[config.mk]
export PLATFORM = sky130hd
export DESIGN_NAME = bridge_read_arbiter
export DESIGN_NICKNAME = d
export VERILOG_FILES = /design/src/rtl/bridge_read_arbiter.sv
export SDC_FILE = /design/constraint.sdc
export NUM_CORES = 1
export LEC_CHECK = 0
export CAP_MARGIN = 10
export CELL_PAD_IN_SITES_DETAIL_PLACEMENT = 0
export CELL_PAD_IN_SITES_GLOBAL_PLACEMENT = 1
export CORE_ASPECT_RATIO = 0.9
export CORE_MARGIN = 8
export CORE_UTILIZATION = 35
export DETAILED_ROUTE_END_ITERATION = 7
export HOLD_SLACK_MARGIN = 0.1
export MAX_ROUTING_LAYER = met4
export PLACE_DENSITY_LB_ADDON = 0.1
export RECOVER_POWER = 50
export SLEW_MARGIN = 20
export SYNTH_ARGS = -nofsm -noshare
export SYNTH_HDL_FRONTEND = slang
export SYNTH_SLANG_ARGS = --single-unit
[constraint.sdc]
create_clock -name clk -period 4.6 [get_ports clk]
set_clock_uncertainty 0.05 [all_clocks]
set_input_delay 1.38 -clock clk [delete_from_list [all_inputs] [get_ports clk]]
set_output_delay 1.38 -clock clk [all_outputs]
set_load 0.01 [all_outputs]
[src/rtl/bridge_read_arbiter.sv]
// rtl/bridge_read_arbiter.sv - two-requester burst read arbiter in front of a single-beat bridge
module bridge_read_arbiter #(
    parameter int ADDR_BITS = 26,
    parameter int DATA_BITS = 128,
    parameter int LEN_BITS  = 8,
    parameter int TIMEOUT   = 1023
) (
    input  logic                   clk,
    input  logic                   reset_n,
    input  logic                   req0,
    input  logic                   req1,
    input  logic [ADDR_BITS-1:0]   addr0,
    input  logic [ADDR_BITS-1:0]   addr1,
    input  logic [LEN_BITS-1:0]    len0,
    input  logic [LEN_BITS-1:0]    len1,
    output logic [1:0]             gnt,
    output logic [DATA_BITS-1:0]   rdata,
    output logic [1:0]             rvalid,
    output logic [1:0]             done,
    output logic                   busy,
    output logic                   timeout_err,
    output logic [ADDR_BITS-1:0]   interface_address,
    output logic [DATA_BITS/8-1:0] interface_byte_enable,
    output logic                   interface_read,
    input  logic [DATA_BITS-1:0]   interface_read_data,
    input  logic                   interface_acknowledge
);

    localparam int STRIDE = DATA_BITS / 8;
    localparam int TW     = $clog2(TIMEOUT + 1);

    typedef enum logic [1:0] {IDLE, ISSUE, GAP, FIN} state_t;

    state_t              state;
    logic [LEN_BITS-1:0] remaining;
    logic [TW-1:0]       wait_cnt;
    logic                last;
    logic                owner;
    logic                pick;

    // On a tie the requester not served last wins; last resets to 1 so the first tie goes to 0.
    assign pick = (req0 && req1) ? ~last : req1;

    assign busy                  = (state != IDLE);
    assign interface_byte_enable = {(DATA_BITS/8){interface_read}};

    always_ff @(posedge clk or negedge reset_n) begin
        if (!reset_n) begin
            state             <= IDLE;
            gnt               <= 2'b00;
            rdata             <= '0;
            rvalid            <= 2'b00;
            done              <= 2'b00;
            timeout_err       <= 1'b0;
            interface_address <= '0;
            interface_read    <= 1'b0;
            remaining         <= '0;
            wait_cnt          <= '0;
            last              <= 1'b1;
            owner             <= 1'b0;
        end else begin
            rvalid <= 2'b00;
            done   <= 2'b00;
            case (state)
                IDLE: begin
                    if (req0 || req1) begin
                        owner             <= pick;
                        gnt               <= pick ? 2'b10 : 2'b01;
                        interface_address <= pick ? addr1 : addr0;
                        remaining         <= pick ? len1 : len0;
                        wait_cnt          <= '0;
                        if ((pick ? len1 : len0) == '0) begin
                            state <= FIN;
                        end else begin
                            state          <= ISSUE;
                            interface_read <= 1'b1;
                        end
                    end
                end
                ISSUE: begin
                    if (interface_acknowledge) begin
                        rdata             <= interface_read_data;
                        rvalid[owner]     <= 1'b1;
                        interface_read    <= 1'b0;
                        interface_address <= interface_address + ADDR_BITS'(STRIDE);
                        remaining         <= remaining - LEN_BITS'(1);
                        state             <= GAP;
                    end else if (wait_cnt == TW'(TIMEOUT - 1)) begin
                        // Remaining beats are abandoned; the burst still closes through FIN.
                        interface_read <= 1'b0;
                        timeout_err    <= 1'b1;
                        state          <= FIN;
                    end else begin
                        wait_cnt <= wait_cnt + TW'(1);
                    end
                end
                GAP: begin
                    wait_cnt <= '0;
                    if (remaining != '0) begin
                        interface_read <= 1'b1;
                        state          <= ISSUE;
                    end else begin
                        state <= FIN;
                    end
                end
                FIN: begin
                    done[owner] <= 1'b1;
                    last        <= owner;
                    gnt         <= 2'b00;
                    state       <= IDLE;
                end
                default: state <= IDLE;
            endcase
        end
    end

endmodule
# Yosys cells after proc, flatten, opt, wreduce, memory -nomap -nowiden
# Index checks and enable logic that the tools add are counted.
[word_totals]
register_bits = 184
output_inout_bits = 179
word_cells = 81
[classes]
n_addsub = 3
n_lt_le_gt_ge = 2
n_eq_ne = 11
muxes = 33
bitwise = 2
n_reduce_logical = 18
[ops]
columns = ["operator", "n"]
rows = [
  ["$mux W26", 3],
  ["$pmux W26 S2", 1],
  ["$mux W10", 3],
  ["$pmux W10 S3", 1],
  ["$add A26 B5 Y26 const B", 1],
  ["$mux W8", 3],
  ["$mux W2", 10],
  ["$pmux W8 S2", 1],
  ["$ne A2 B2 Y1 const B", 6],
  ["$add A10 B1 Y10 const B", 1],
  ["$eq A10 B10 Y1 const B", 1],
  ["$logic_not A8 Y1", 1],
  ["$pmux W2 S4", 1],
  ["$reduce_and A2 Y1", 4],
  ["$reduce_bool A8 Y1", 1],
  ["$sub A8 B1 Y8 const B", 1],
  ["$mux W1", 7],
  ["$reduce_and A3 Y1", 2],
  ["$reduce_bool A2 Y1", 3],
  ["$reduce_and A5 Y1", 1],
  ["$eq A2 B2 Y1 const B", 2],
  ["$pmux W2 S2", 1],
  ["$reduce_and A4 Y1", 1],
  ["$ne A3 B3 Y1 const B", 1],
  ["other kinds (10)", 12],
]

# Logic depth before layout (Yosys ltp)
[depth]
ltp_word = 7
ltp_mapped = 7
depth_no_buf = 7

# Worst setup path after synthesis
# OpenSTA, ideal clock, no wires.
[synth_path]
kind = "input-to-reg"
from = "input port req1"
to = "register interface_address[9]"
setup_ns = 0.121
t_arrival_ns = 2.402
required_ns = 4.429
path_slack_ns = 2.027
cell_stages = 6
path_buffers = 1
cell_sequence = "nor2_1 or2_2 a21o_1 buf_2 nor2_1 o22a_1"
[synth_via]
elab_chain_cells = 5
[synth_lines]
columns = ["item", "line", "rtl"]
rows = [
  ["start: declaration", "11", "input logic req1,"],
  ["$logic_and A1 B1 Y1", "42", "assign pick = (req0 && req1) ? ~last : req1;"],
  ["$mux W1", "42", ""],
  ["$mux W26", "69", "interface_address <= pick ? addr1 : addr0;"],
  ["$mux W26", "66", "if (req0 || req1) begin"],
  ["$pmux W26 S2", "64", "case (state)"],
  ["end signal: assignment", "69", ""],
  ["end signal: assignment", "85", "interface_address <= interface_address + ADDR_BITS'(STRIDE);"],
  ["end: declaration", "22", "output logic [ADDR_BITS-1:0] interface_address,"],
]
# Parallel ways exist; a longest one is shown, timed or not. The select of a mux whose other input is x is not followed.
# A chain may end at the register's enable or synchronous reset.

# Final worst setup path
[layout_path]
from = "input port interface_acknowledge"
to = "register rdata[55]"
[layout_via]
elab_chain_cells = 1
[layout_lines]
columns = ["item", "line", "rtl"]
rows = [
  ["start: declaration", "26", "input logic interface_acknowledge"],
  ["$reduce_and A2 Y1 (no source line)", "-", ""],
  ["end signal: assignment", "82", "rdata <= interface_read_data;"],
  ["end: declaration", "17", "output logic [DATA_BITS-1:0] rdata,"],
]
# Every way passes these cells.

==> qor.yml <==
finalWeightedCongestion: 0.806
layout_min_cycle_time_ns: 3.60
setup.worst_path.end_class: "flop"
reg2reg_to: "rdata[55]"
vias: 6830
post_drt_wl_per_cell_um: 20.5
worst_slack_ns: 0.998
syn_area_per_cell_sq_um: 12.2
die-area_sq_um: 30200
cts_resized: 0
n_fill_cell: 2190
crit_path_top_delay_cell: "nand2_2"
worstHoldStart: "owner"
cpPeakStageDelay_ns: 1.02
final_common_cell: "clkdlybuf4s50_1"
r2r_cells: 4
critPathLaunchType: "input port"
die_x_um: 182
port_buffers: 379
power_frac_seq_pct: 33.2
row_count: 54
synth_cell_types: 60
p_leak_nw: 5.58
pre_cts_slack_ns: 0.991
path_max_fanout: 52
syn_nets: 921
worstMarginPinSlew_ns: 2.50
cts_buffers: 17
syn-instance-count: 715
first_pass_iters: 4
cts_hold_buffers: 0
area_delta_synth_final_pct: 51.3
violations: "max-capacitance violations, max-slew violations"
cts_setup_buffers: 0
fin_util_pct: 54.1
clock_power_share_pct: 17.9
htreeDepth: 4
power_density_nw_per_um2: 679
dp_hpwl_um: 21700
clockBufferDepth: 2
p_switching_mw: 3.13
crit_path_cell_trace: "dlygate4sd3_1 > nand2_2 > buf_4 > mux2_2"
drive_gt1_share_pct: 12.6
synth_edf_count: 0
clock.fmax_mhz: 278
status: "finished with violations"
whs_ns: 0.405
cts_tree: "yes"
intPower_mw: 5.83
initial_core_util_pct: 35.7
grt_pass1_vias: 7101
antenna_found_initial: 3
worstSetupPathType: "in2reg"
synthFlopType: "dfrtp_1"
cpLargestDelayFamily: "buffers and inverters"
r2r_start: "state[0]"
antenna_left: 0
fin_nets: 1275
p_comb_share_pct: 48.8
required_ns: 4.86
clockRootBuffer: "clkbuf_16"
hold_end: "rvalid[0]"
coreArea_sq_um: 24400
grt_max_degree: 93
synth_area_sq_um: 8720
ys_seq_area_share_pct: 52.8
hold_viol_final: 0
cp.buffers_inverters: 2
yosys_warnings: 0
drc: 0
rsz0062_at_grt: "no"
final_cell_mix: "clkdlybuf4s50_1, dfrtp_1, nand2_1, mux2_4, mux2_1"
setup-tns-final_ns: 0
r2r_slack_ns: 1.79
grt-ovfl-total: 0
hold_depth: 1
drv_slew: 91
cts.sinks: 184
grt_pass1_wl_um: 45000
min_path_type: "reg2reg"
via_per_inst: 4.81
swShare_pct: 34.9
async_reset_ff_share_pct: 100
cp.arrival_ns: 3.86
grtUsageTotal_pct: 19.8
cap_violations: 1
finalSetupViolCount: 0
io-pin-count: 380
routed_wl_um: 29100
maxSlewHeadroom_pct: -66.5
vdd_drop_max_mv: 0.265
finalCritPeriodShare_pct: 78.3
first_iter_violations: 405
ys_ff_latch: 184
die_h_um: 166
worstSkewPairLatency_ns: 0.43
clkTransAtPathRegs_ns: 0.07
layout make-up:
cell class	count	area, sq um	area share [%]
Antenna cell	3	7.51	0.0569
Clock buffer	22	464	3.52
Clock inverter	10	171	1.30
Inverter	6	22.5	0.171
Multi-Input combinational cell	470	3590	27.2
Sequential cell	184	4610	34.9
Tap cell	336	420	3.19
Timing Repair Buffer	390	3910	29.6
power groups by stage:
stage / clock [mW] / combinational, mW / sequential [mW]
final: 1.61 / 4.37 / 2.98
after global routing: 1.72 / 4.70 / 3.10
after CTS: 1.65 / 4.69 / 2.99
after detailed placement: 0 / 4.66 / 3.01
after global placement: 0 / 4.64 / 2.99
after floorplan: 0 / 2.13 / 3.24
metal layers:
layer | part of all wire (%) | vias to the layer above | GRT usage, %
li1 | - | 3261 | -
met1 | 42 | 3324 | 23.1
met2 | 50 | 223 | 32.5
met3 | 6.8 | 22 | 6.32
met4 | 1.5 | 0 | 5.17
met5 | 0 | - | -
logic make-up (layout without fill, tap and decap cells):
logic type,Yosys count,count (layout),synth area share [%]
other,0,3,0
adders and majority gates,5,5,0.718
muxes,133,133,20.9
and+or+nand+nor,207,207,11.5
xor gates and xnor gates,6,6,0.603
buffers and inverters,61,428,4.51
DFF,184,184,52.8
AOI/OAI and AO/OA,119,119,8.93
sequential cells by signal, indices dropped and copies added, names as in the netlist:
name               count
owner                  1
interface_read         1
last                   1
interface_address     26
wait_cnt              10
done                   2
rvalid                 2
gnt                    2
remaining              8
state                  2
rdata                128
timeout_err            1
stage by stage:
step / power (mW) / area [sq um] / cells
2_1_floorplan: 5.37 / 8720 / 715
3_3_place_gp: 7.64 / 12700 / 1386
3_5_place_dp: 7.67 / 12700 / 1386
4_1_cts: 9.33 / 13300 / 1418
5_1_grt: 9.52 / 13200 / 1421
6_report: 8.96 / 13200 / 1421
worst register-to-register path, delay by kind of cell (launching register included):
kind                   cells  cell delay [ns]
multiplexers               1             0.38
flip-flops                 1             0.59
AND/OR/NAND/NOR            2             1.23
buffers and inverters      1             0.46
how the worst max path moves through the flow:
stage / startpoint / cells after the start / end
2_1_floorplan: req1 / 6 / interface_address[9]
3_3_place_gp: req0 / 6 / remaining[7]
3_5_place_dp: req0 / 6 / interface_address[10]
4_1_cts: state[0] / 3 / busy
5_1_grt: interface_acknowledge / 4 / rdata[55]
6_report: interface_acknowledge / 4 / rdata[55]
cells in the mapped netlist, drive strengths merged, types with 5 or more instances:
master	count	share of area, %
clkbuf	13	0.57
mux2i	5	0.57
a21o	5	0.43
nand4	9	0.65
a21oi	35	2.2
o22a	9	0.90
nand2	85	3.7
ha	5	0.72
inv	6	0.26
nor2	36	1.6
buf	42	3.7
xnor2	6	0.60
mux2	128	20
nand3	29	1.7
nor3	9	0.57
a2bb2oi	6	0.60
nor4	10	1.1
a31oi	9	0.65
o21ai	29	1.7
dfrtp	183	53
and3	12	0.86
Power figures use the tool's default switching activity.
